File: src/rtl/serial_neuron_act.sv
// Bit-serial N-input neuron: LOAD/MAC/ACT pipeline with run-time activation select.
// Define SERIAL_NEURON_SER_OUT_EN to build the LSB-first re-serialiser on out_ser/ser_valid.
module serial_neuron_act #(
  parameter int N    = 4,
  parameter int W    = 8,
  parameter int FRAC = W - 2
) (
  input  logic         clk,
  input  logic         rst,
  input  logic         start,
  input  logic [N-1:0] inp,
  input  logic [N-1:0] w,
  input  logic [1:0]   mode,
  output logic         busy,
  output logic [W-1:0] out,
  output logic         rdy,
  output logic         out_ser,
  output logic         ser_valid
);
  localparam int ACCW = 2 * W + $clog2(N);
  localparam int XCW  = FRAC + 2;
  localparam int CW   = $clog2(W + N + 1);
  localparam logic signed [ACCW-1:0] ONE_A     = ACCW'(1 << FRAC);
  localparam logic signed [ACCW-1:0] NEG_ONE_A = ACCW'(-(1 << FRAC));
  localparam logic signed [ACCW-1:0] MAX_A     = ACCW'((1 << (W - 1)) - 1);
  localparam logic signed [ACCW-1:0] MIN_A     = ACCW'(-(1 << (W - 1)));

  typedef enum logic [2:0] {S_IDLE, S_LOAD, S_MAC, S_ACT1, S_ACT2} state_t;

  state_t                  state_q, state_d;
  logic [CW-1:0]           cnt_q, cnt_d;
  logic [W-1:0]            x_q [N];
  logic [W-1:0]            x_d [N];
  logic [W-1:0]            w_q [N];
  logic [W-1:0]            w_d [N];
  logic [1:0]              mode_q, mode_d;
  logic signed [ACCW-1:0]  acc_q, acc_d;
  logic signed [ACCW-1:0]  xs_q, xs_d;
  logic signed [XCW-1:0]   xc_q, xc_d;
  logic signed [XCW-1:0]   sq_q, sq_d;
  logic [W-1:0]            out_q, out_d;
  logic                    rdy_q, rdy_d;

  logic                    shift_en, mac_en;
  logic signed [2*W-1:0]   prod;
  logic signed [ACCW-1:0]  xsh, xcl, y;
  logic signed [XCW-1:0]   xc_w, cube;
  logic signed [2*XCW-1:0] sqf, cubef;
  logic [W-1:0]            ysat;

  always_ff @(posedge clk) begin
    if (rst) begin
      state_q <= S_IDLE;
      cnt_q   <= '0;
      mode_q  <= '0;
      acc_q   <= '0;
      xs_q    <= '0;
      xc_q    <= '0;
      sq_q    <= '0;
      out_q   <= '0;
      rdy_q   <= 1'b0;
      for (int unsigned i = 0; i < N; i++) begin
        x_q[i] <= '0;
        w_q[i] <= '0;
      end
    end else begin
      state_q <= state_d;
      cnt_q   <= cnt_d;
      mode_q  <= mode_d;
      acc_q   <= acc_d;
      xs_q    <= xs_d;
      xc_q    <= xc_d;
      sq_q    <= sq_d;
      out_q   <= out_d;
      rdy_q   <= rdy_d;
      x_q     <= x_d;
      w_q     <= w_d;
    end
  end

  always_comb begin
    state_d  = state_q;
    cnt_d    = cnt_q;
    mode_d   = mode_q;
    acc_d    = acc_q;
    xs_d     = xs_q;
    xc_d     = xc_q;
    sq_d     = sq_q;
    out_d    = out_q;
    rdy_d    = 1'b0;
    x_d      = x_q;
    w_d      = w_q;
    shift_en = 1'b0;
    mac_en   = 1'b0;

    prod  = $signed(x_q[0]) * $signed(w_q[0]);
    xsh   = acc_q >>> FRAC;
    xcl   = (xsh > ONE_A) ? ONE_A : ((xsh < NEG_ONE_A) ? NEG_ONE_A : xsh);
    xc_w  = XCW'(xcl);
    sqf   = xc_w * xc_w;
    cubef = sq_q * xc_q;
    cube  = XCW'(cubef >>> FRAC);

    unique case (mode_q)
      2'b00:   y = xs_q;
      2'b01:   y = ACCW'(xc_q);
      2'b10:   y = ACCW'(xc_q) + (ACCW'(xc_q) >>> 1) - (ACCW'(cube) >>> 1);
      default: y = xs_q[ACCW-1] ? '0 : xs_q;
    endcase
    ysat = (y > MAX_A) ? MAX_A[W-1:0] : ((y < MIN_A) ? MIN_A[W-1:0] : y[W-1:0]);

    unique case (state_q)
      S_IDLE: begin
        if (start) begin
          state_d  = S_LOAD;
          cnt_d    = CW'(1);
          mode_d   = mode;
          acc_d    = '0;
          shift_en = 1'b1;
        end
      end
      S_LOAD: begin
        shift_en = 1'b1;
        if (cnt_q == CW'(W - 1)) begin
          state_d = S_MAC;
          cnt_d   = '0;
        end else begin
          cnt_d = cnt_q + CW'(1);
        end
      end
      S_MAC: begin
        mac_en = 1'b1;
        acc_d  = acc_q + ACCW'(prod);
        if (cnt_q == CW'(N - 1)) state_d = S_ACT1;
        else                     cnt_d   = cnt_q + CW'(1);
      end
      S_ACT1: begin
        xs_d    = xsh;
        xc_d    = xc_w;
        sq_d    = XCW'(sqf >>> FRAC);
        state_d = S_ACT2;
      end
      S_ACT2: begin
        out_d   = ysat;
        rdy_d   = 1'b1;
        state_d = S_IDLE;
      end
      default: state_d = S_IDLE;
    endcase

    // Operands enter at the MSB so bit 0 lands at the LSB after W shifts;
    // during MAC the arrays rotate down so element 0 always feeds the multiplier.
    if (shift_en) begin
      for (int unsigned i = 0; i < N; i++) begin
        x_d[i] = {inp[i], x_q[i][W-1:1]};
        w_d[i] = {w[i], w_q[i][W-1:1]};
      end
    end else if (mac_en) begin
      for (int unsigned i = 0; i + 1 < N; i++) begin
        x_d[i] = x_q[i+1];
        w_d[i] = w_q[i+1];
      end
      x_d[N-1] = '0;
      w_d[N-1] = '0;
    end
  end

  assign busy = (state_q != S_IDLE);
  assign out  = out_q;
  assign rdy  = rdy_q;

`ifdef SERIAL_NEURON_SER_OUT_EN
  logic [W-1:0]  ser_q, ser_d;
  logic [CW-1:0] scnt_q, scnt_d;
  logic          sv_q, sv_d;

  always_ff @(posedge clk) begin
    if (rst) begin
      ser_q  <= '0;
      scnt_q <= '0;
      sv_q   <= 1'b0;
    end else begin
      ser_q  <= ser_d;
      scnt_q <= scnt_d;
      sv_q   <= sv_d;
    end
  end

  // Loaded alongside out so bit 0 is presented in the rdy cycle.
  always_comb begin
    ser_d  = ser_q;
    scnt_d = scnt_q;
    sv_d   = sv_q;
    if (state_q == S_ACT2) begin
      ser_d  = ysat;
      scnt_d = CW'(W - 1);
      sv_d   = 1'b1;
    end else if (sv_q) begin
      ser_d  = ser_q >> 1;
      scnt_d = scnt_q - CW'(1);
      if (scnt_q == '0) sv_d = 1'b0;
    end
  end

  assign out_ser   = ser_q[0] & sv_q;
  assign ser_valid = sv_q;
`else
  assign out_ser   = 1'b0;
  assign ser_valid = 1'b0;
`endif

endmodule

File: config.mk
export PLATFORM = sky130hd
export DESIGN_NAME = serial_neuron_act
export DESIGN_NICKNAME = d
export VERILOG_FILES = /design/src/rtl/serial_neuron_act.sv
export SDC_FILE = /design/constraint.sdc
export NUM_CORES = 1
export LEC_CHECK = 0
export ABC_AREA = 1
export CAP_MARGIN = 20
export CORE_MARGIN = 2
export CORE_UTILIZATION = 30
export DETAILED_ROUTE_END_ITERATION = 12
export GPL_TIMING_DRIVEN = 0
export PLACE_DENSITY_LB_ADDON = 0.08
export SLEW_MARGIN = 20
export SYNTH_ARGS = -nofsm -noshare
export SYNTH_HDL_FRONTEND = slang
export SYNTH_SLANG_ARGS = --single-unit
File: constraint.sdc
create_clock -name clk -period 7.75 [get_ports clk]
set_input_delay 0.775 -clock clk [delete_from_list [all_inputs] [get_ports clk]]
set_output_delay 0.775 -clock clk [all_outputs]
set_load 0.05 [all_outputs]
# Yosys cells after proc, flatten, opt, wreduce, memory -nomap -nowiden
# Cells that the tools add are included.
[word_totals] ff_bits=128 elab_cells=74
[op_classes] n_addsub=4 n_mul=3 n_lt_le_gt_ge=4 eq_ne=12 muxes=24 n_reduce_logical=10
[op_table] cell="$mux W32" n=4
[op_table] cell="$pmux W18 S3" n=1
[op_table] cell="$pmux W18 S2" n=1
[op_table] cell="$mux W8" n=4
[op_table] cell="$mul A8 B8 Y14" n=2
[op_table] cell="$add A18 B16 Y18" n=1
[op_table] cell="$gt A18 B8 Y1 const B" n=1
[op_table] cell="$lt A18 B8 Y1 const B" n=1
[op_table] cell="$mux W18" n=1
[op_table] cell="$mux W17" n=1
[op_table] cell="$mul A8 B8 Y16" n=1
[op_table] cell="$gt A12 B8 Y1 const B" n=1
[op_table] cell="$lt A12 B7 Y1 const B" n=1
[op_table] cell="$mux W4" n=3
[op_table] cell="$pmux W3 S4" n=1
[op_table] cell="$pmux W4 S3" n=1
[op_table] cell="$sub A9 B7 Y10" n=1
[op_table] cell="$add A8 B7 Y9" n=1
[op_table] cell="$mux W3" n=3
[op_table] cell="$ne A2 B2 Y1 const B" n=4
[op_table] cell="$eq A3 B2 Y1 const B" n=2
[op_table] cell="$reduce_and A3 Y1" n=2
[op_table] cell="$reduce_bool A3 Y1" n=2
[op_table] cell="$add A4 B1 Y4 const B" n=1
[op_table] cell="12 further kinds" n=16

# Depth between registers and ports, before layout
[depth] word_depth=6 mapped_depth=40

# Worst setup path before layout
# OpenSTA, ideal clock, no wires.
[synth_path] kind="reg-to-reg" start="register xc_q[6]" end="register out_q[2] (netlist: out[2])" setup_ps=122 arrival_time_ps=6206 required_time_ps=7628 path_slack_ps=1422 path_stages_with_launch=32 period_less_slack_ps=6328 path_cell_list="dfxtp_1 buf_1 nand2_1 fa_1 fa_1 inv_1 fa_1 inv_1 fa_1 inv_1 ha_1 nand2_1 inv_1 nand2_1 nand3_1 a21o_1 a21o_1 a21oi_1 xor2_1 fa_1 ha_1 nand2_1 nor3_1 nand2_1 o211ai_1 or2_2 nand3_1 o2111ai_1 nor2_1 nand2_1 a21oi_2 a21oi_1"
[synth_via] elab_chain_len=6
[synth_lines] element="start: declaration" line_no="39" source="logic signed [XCW-1:0] xc_q, xc_d;"
[synth_lines] element="start signal: assignment" line_no="58" source="xc_q <= '0;"
[synth_lines] element="start signal: assignment" line_no="72" source="xc_q <= xc_d;"
[synth_lines] element="$mul A8 B8 Y14 or $add A8 B7 Y9 (tied branches)" line_no="101, 107"
[synth_lines] element="$sub A9 B7 Y10" line_no="107" source="2'b10: y = ACCW'(xc_q) + (ACCW'(xc_q) >>> 1) - (ACCW'(cube) >>> 1);"
[synth_lines] element="$pmux W18 S3 *" line_no="104" source="unique case (mode_q)"
[synth_lines] element="$lt A18 B8 Y1" line_no="110" source="ysat = (y > MAX_A) ? MAX_A[W-1:0] : ((y < MIN_A) ? MIN_A[W-1:0] : y[W-1:0]);"
[synth_lines] element="$mux W8" line_no="110"
[synth_lines] element="$mux W8 *" line_no="110"
[synth_lines] element="end signal: assignment" line_no="74" source="out_q <= out_d;"
[synth_lines] element="end: declaration" line_no="41" source="logic [W-1:0] out_q, out_d;"
# Every way passes the cells marked *; elsewhere a longest branch is shown, timed or not.
# A chain may end at the register's enable or synchronous reset.

# Worst setup path after layout
[layout_path] start="register xc_q[7]" end="register out_q[5] (netlist: out[5])"
# Same word-level chain as after synthesis.

==> reports/metrics.yaml <==
outcome: "finished, final reports clean"
gp_congestion: 0.792
yosysTopAreaCell: "fa_1"
max_slew_margin_pct: 45.5
grt_pass1_wl_mm: 59.8
syn_to_final_growth_pct: 11.4
num_vias: 10823
clock-root-buffer: "clkbuf_16"
drv_cap: 0
post-route-period-util_pct: 91.6
p_per_area_nw_per_um2: 304
hpwl_mm: 29.4
grt_use_total_pct: 16.3
drv_slew: 0
die_h_um: 215
startpoint_type: "register"
peakVddDrop_mv: 0.162
cts_setup_buffers: 0
p_leak_nw: 7.26
clk_latency_ns: 0.44
io_pins: 25
setup_tns_ns: 0
synthFlopType: "dfxtp_1"
cts_num_sinks: 128
whs_ns: 0.466
initialDrtViolationCount: 376
worst_clock_skew_ns: 0.0157
path_max_fanout: 7
place_ws_ns: 0.331
dr.pass1.iters: 5
layout_setup_ws_ns: 0.649
ctsResizeCount: 0
n_fill_cell: 4823
dieArea_um2: 46000
async_flop_share_pct: 0
wl_mm: 35.6
place_area_um2: 14300
grt_max_degree: 17
cts_tree: "yes"
overflow: 0
path_class: "register to register"
via_per_inst: 4.49
required_ns: 8.07
core_area_um2: 44000
synth.avg_cell_area_um2: 7.53
postRouteAntennaNets: 0
cts_hold_buf: 0
grt_pass1_vias: 11311
drc_errors: 0
cts.clk_slew.worst_paths_ns: 0.07
fin_crit_ns: 7.10
hold_viol: 0
synth_edf_count: 0
rsz0062_at_grt: "false"
dieWidth_um: 215
fin_cells: 2412
final_area_um2: 14800
antenna_found_initial: 0
syn_area_um2: 13300
synth_top_area_share_pct: 25.4
dp_cells: 2380
clockBufferDepth: 2
worstPathArrival_ns: 7.42
floorplan.initialDensity_pct: 30.2
diodes: 0
nNetsFinal: 2089
cts_buffers: 17
synth-seq-cells: 128
htree_num_levels: 4
fmax_mhz: 141
io_buffers: 22
netlist_top_cells_area: "fa_1 25%, dfxtp_1 19%, inv_1 11%"
synth.most_common_cell: "inv_1"
ys_types: 45
synthCells: 1765
crit_top_cell: "fa_1"
drive_above_1_share_pct: 4.34
tightestPinTransition_ns: 0.817
critical-path-slowest-cell: "dfxtp_1"
yosysWarnings: 0
synth_seq_area_share_pct: 19.3
std_cell_rows: 77
max_stage_delay_ns: 0.57
setup_viol: 0
wl_per_cell_um: 14.8
synth_common_cells: "388 x inv_1, 349 x nand2_1, 169 x fa_1"
endpoint_kind: "register"
hp-class: "register to register"
==> final timing paths <==
kind	start	endpoint	slack, ns	cells past startpoint
worst min register to register	acc_q[4]	acc_q[4]	0.47	2
worst min-delay path	acc_q[4]	acc_q[4]	0.47	2
worst max register to register	xc_q[7]	out[5]	0.65	28
worst max-delay path	xc_q[7]	out[5]	0.65	28
==> cell type report <==
class	count	area (um2)	share of cell area, %
Tap cell	592	741	5.00
Clock inverter	15	125	0.844
Inverter	392	1470	9.93
Timing Repair Buffer	22	220	1.49
Sequential cell	128	2560	17.3
Multi-Input combinational cell	1165	8940	60.3
Clock buffer	17	425	2.87
Buffer	81	333	2.25
==> routing by layer <==
layer | global-route usage, % | vias up | part of all wire [%]
met2 | 29.7 | 93 | 50
met4 | 3.75 | 0 | 1.3
met3 | 1.89 | 29 | 1.5
li1 | - | 5552 | -
met1 | 20.5 | 5149 | 47
met5 | 0 | - | 0
==> sequential cells by signal, indices dropped and copies added (netlist names), 3 cells and up <==
signal	cells
xs_q	12
w_q	32
x_q	32
state_q	3
acc_q	18
xc_q	8
out	8
cnt_q	4
sq_q	8
==> cells in the final DEF (no fill, tap or decap), types with 4 or more instances in the layout <==
cell	count
o21ai_0	124
xor2_1	17
nand4_1	4
nand2_2	5
ha_1	100
nand2_1	349
nand3_1	61
or2_2	13
clkbuf_16	17
inv_6	4
clkdlybuf4s50_1	22
o21bai_1	4
clkbuf_1	66
xnor2_1	12
a221oi_1	6
o211ai_1	9
a21oi_1	139
dfxtp_1	128
a21o_1	6
fa_1	169
a31oi_1	30
nand3_2	4
nor3_1	11
clkbuf_2	5
nor2_1	76
inv_1	388
==> power breakdown <==
group | internal [W] | switching [W] | total, W | leakage (nW)
combinational | 0.000979 | 0.00181 | 0.00279 | 5.94
clock | 0.000418 | 0.000365 | 0.000783 | 0.270
sequential | 0.000826 | 0.000112 | 0.000938 | 1.04
==> per-stage QoR <==
step	power, W	utilization [%]
after detailed placement	0.00379	32.4
after floorplan	0.00303	-
after global placement	0.00380	32.4
after global routing	0.00509	33.7
after CTS	0.00461	33.6
final	0.00451	33.7
==> critical path: cells and delay by family, from the launching register on <==
family / cells / cell delay, ns
fa+ha+maj: 7 / 3.23
compound gates: 8 / 1.36
simple gates: 9 / 1.21
flops: 1 / 0.57
buf+inv: 3 / 0.40
xor+xnor: 1 / 0.20
==> kinds of logic after synthesis <==
kind of cell	Yosys count	share of synthesized area, %
AO/OA/AOI/OAI	334	13.9
other	1	0.0282
AND/OR/NAND/NOR	531	16.5
XOR/XNOR	29	1.91
buffers and inverters	473	13.5
adder cells (fa/ha/maj)	269	34.8
flip-flops	128	19.3
Note: power is estimated with default switching activity, not from simulation.
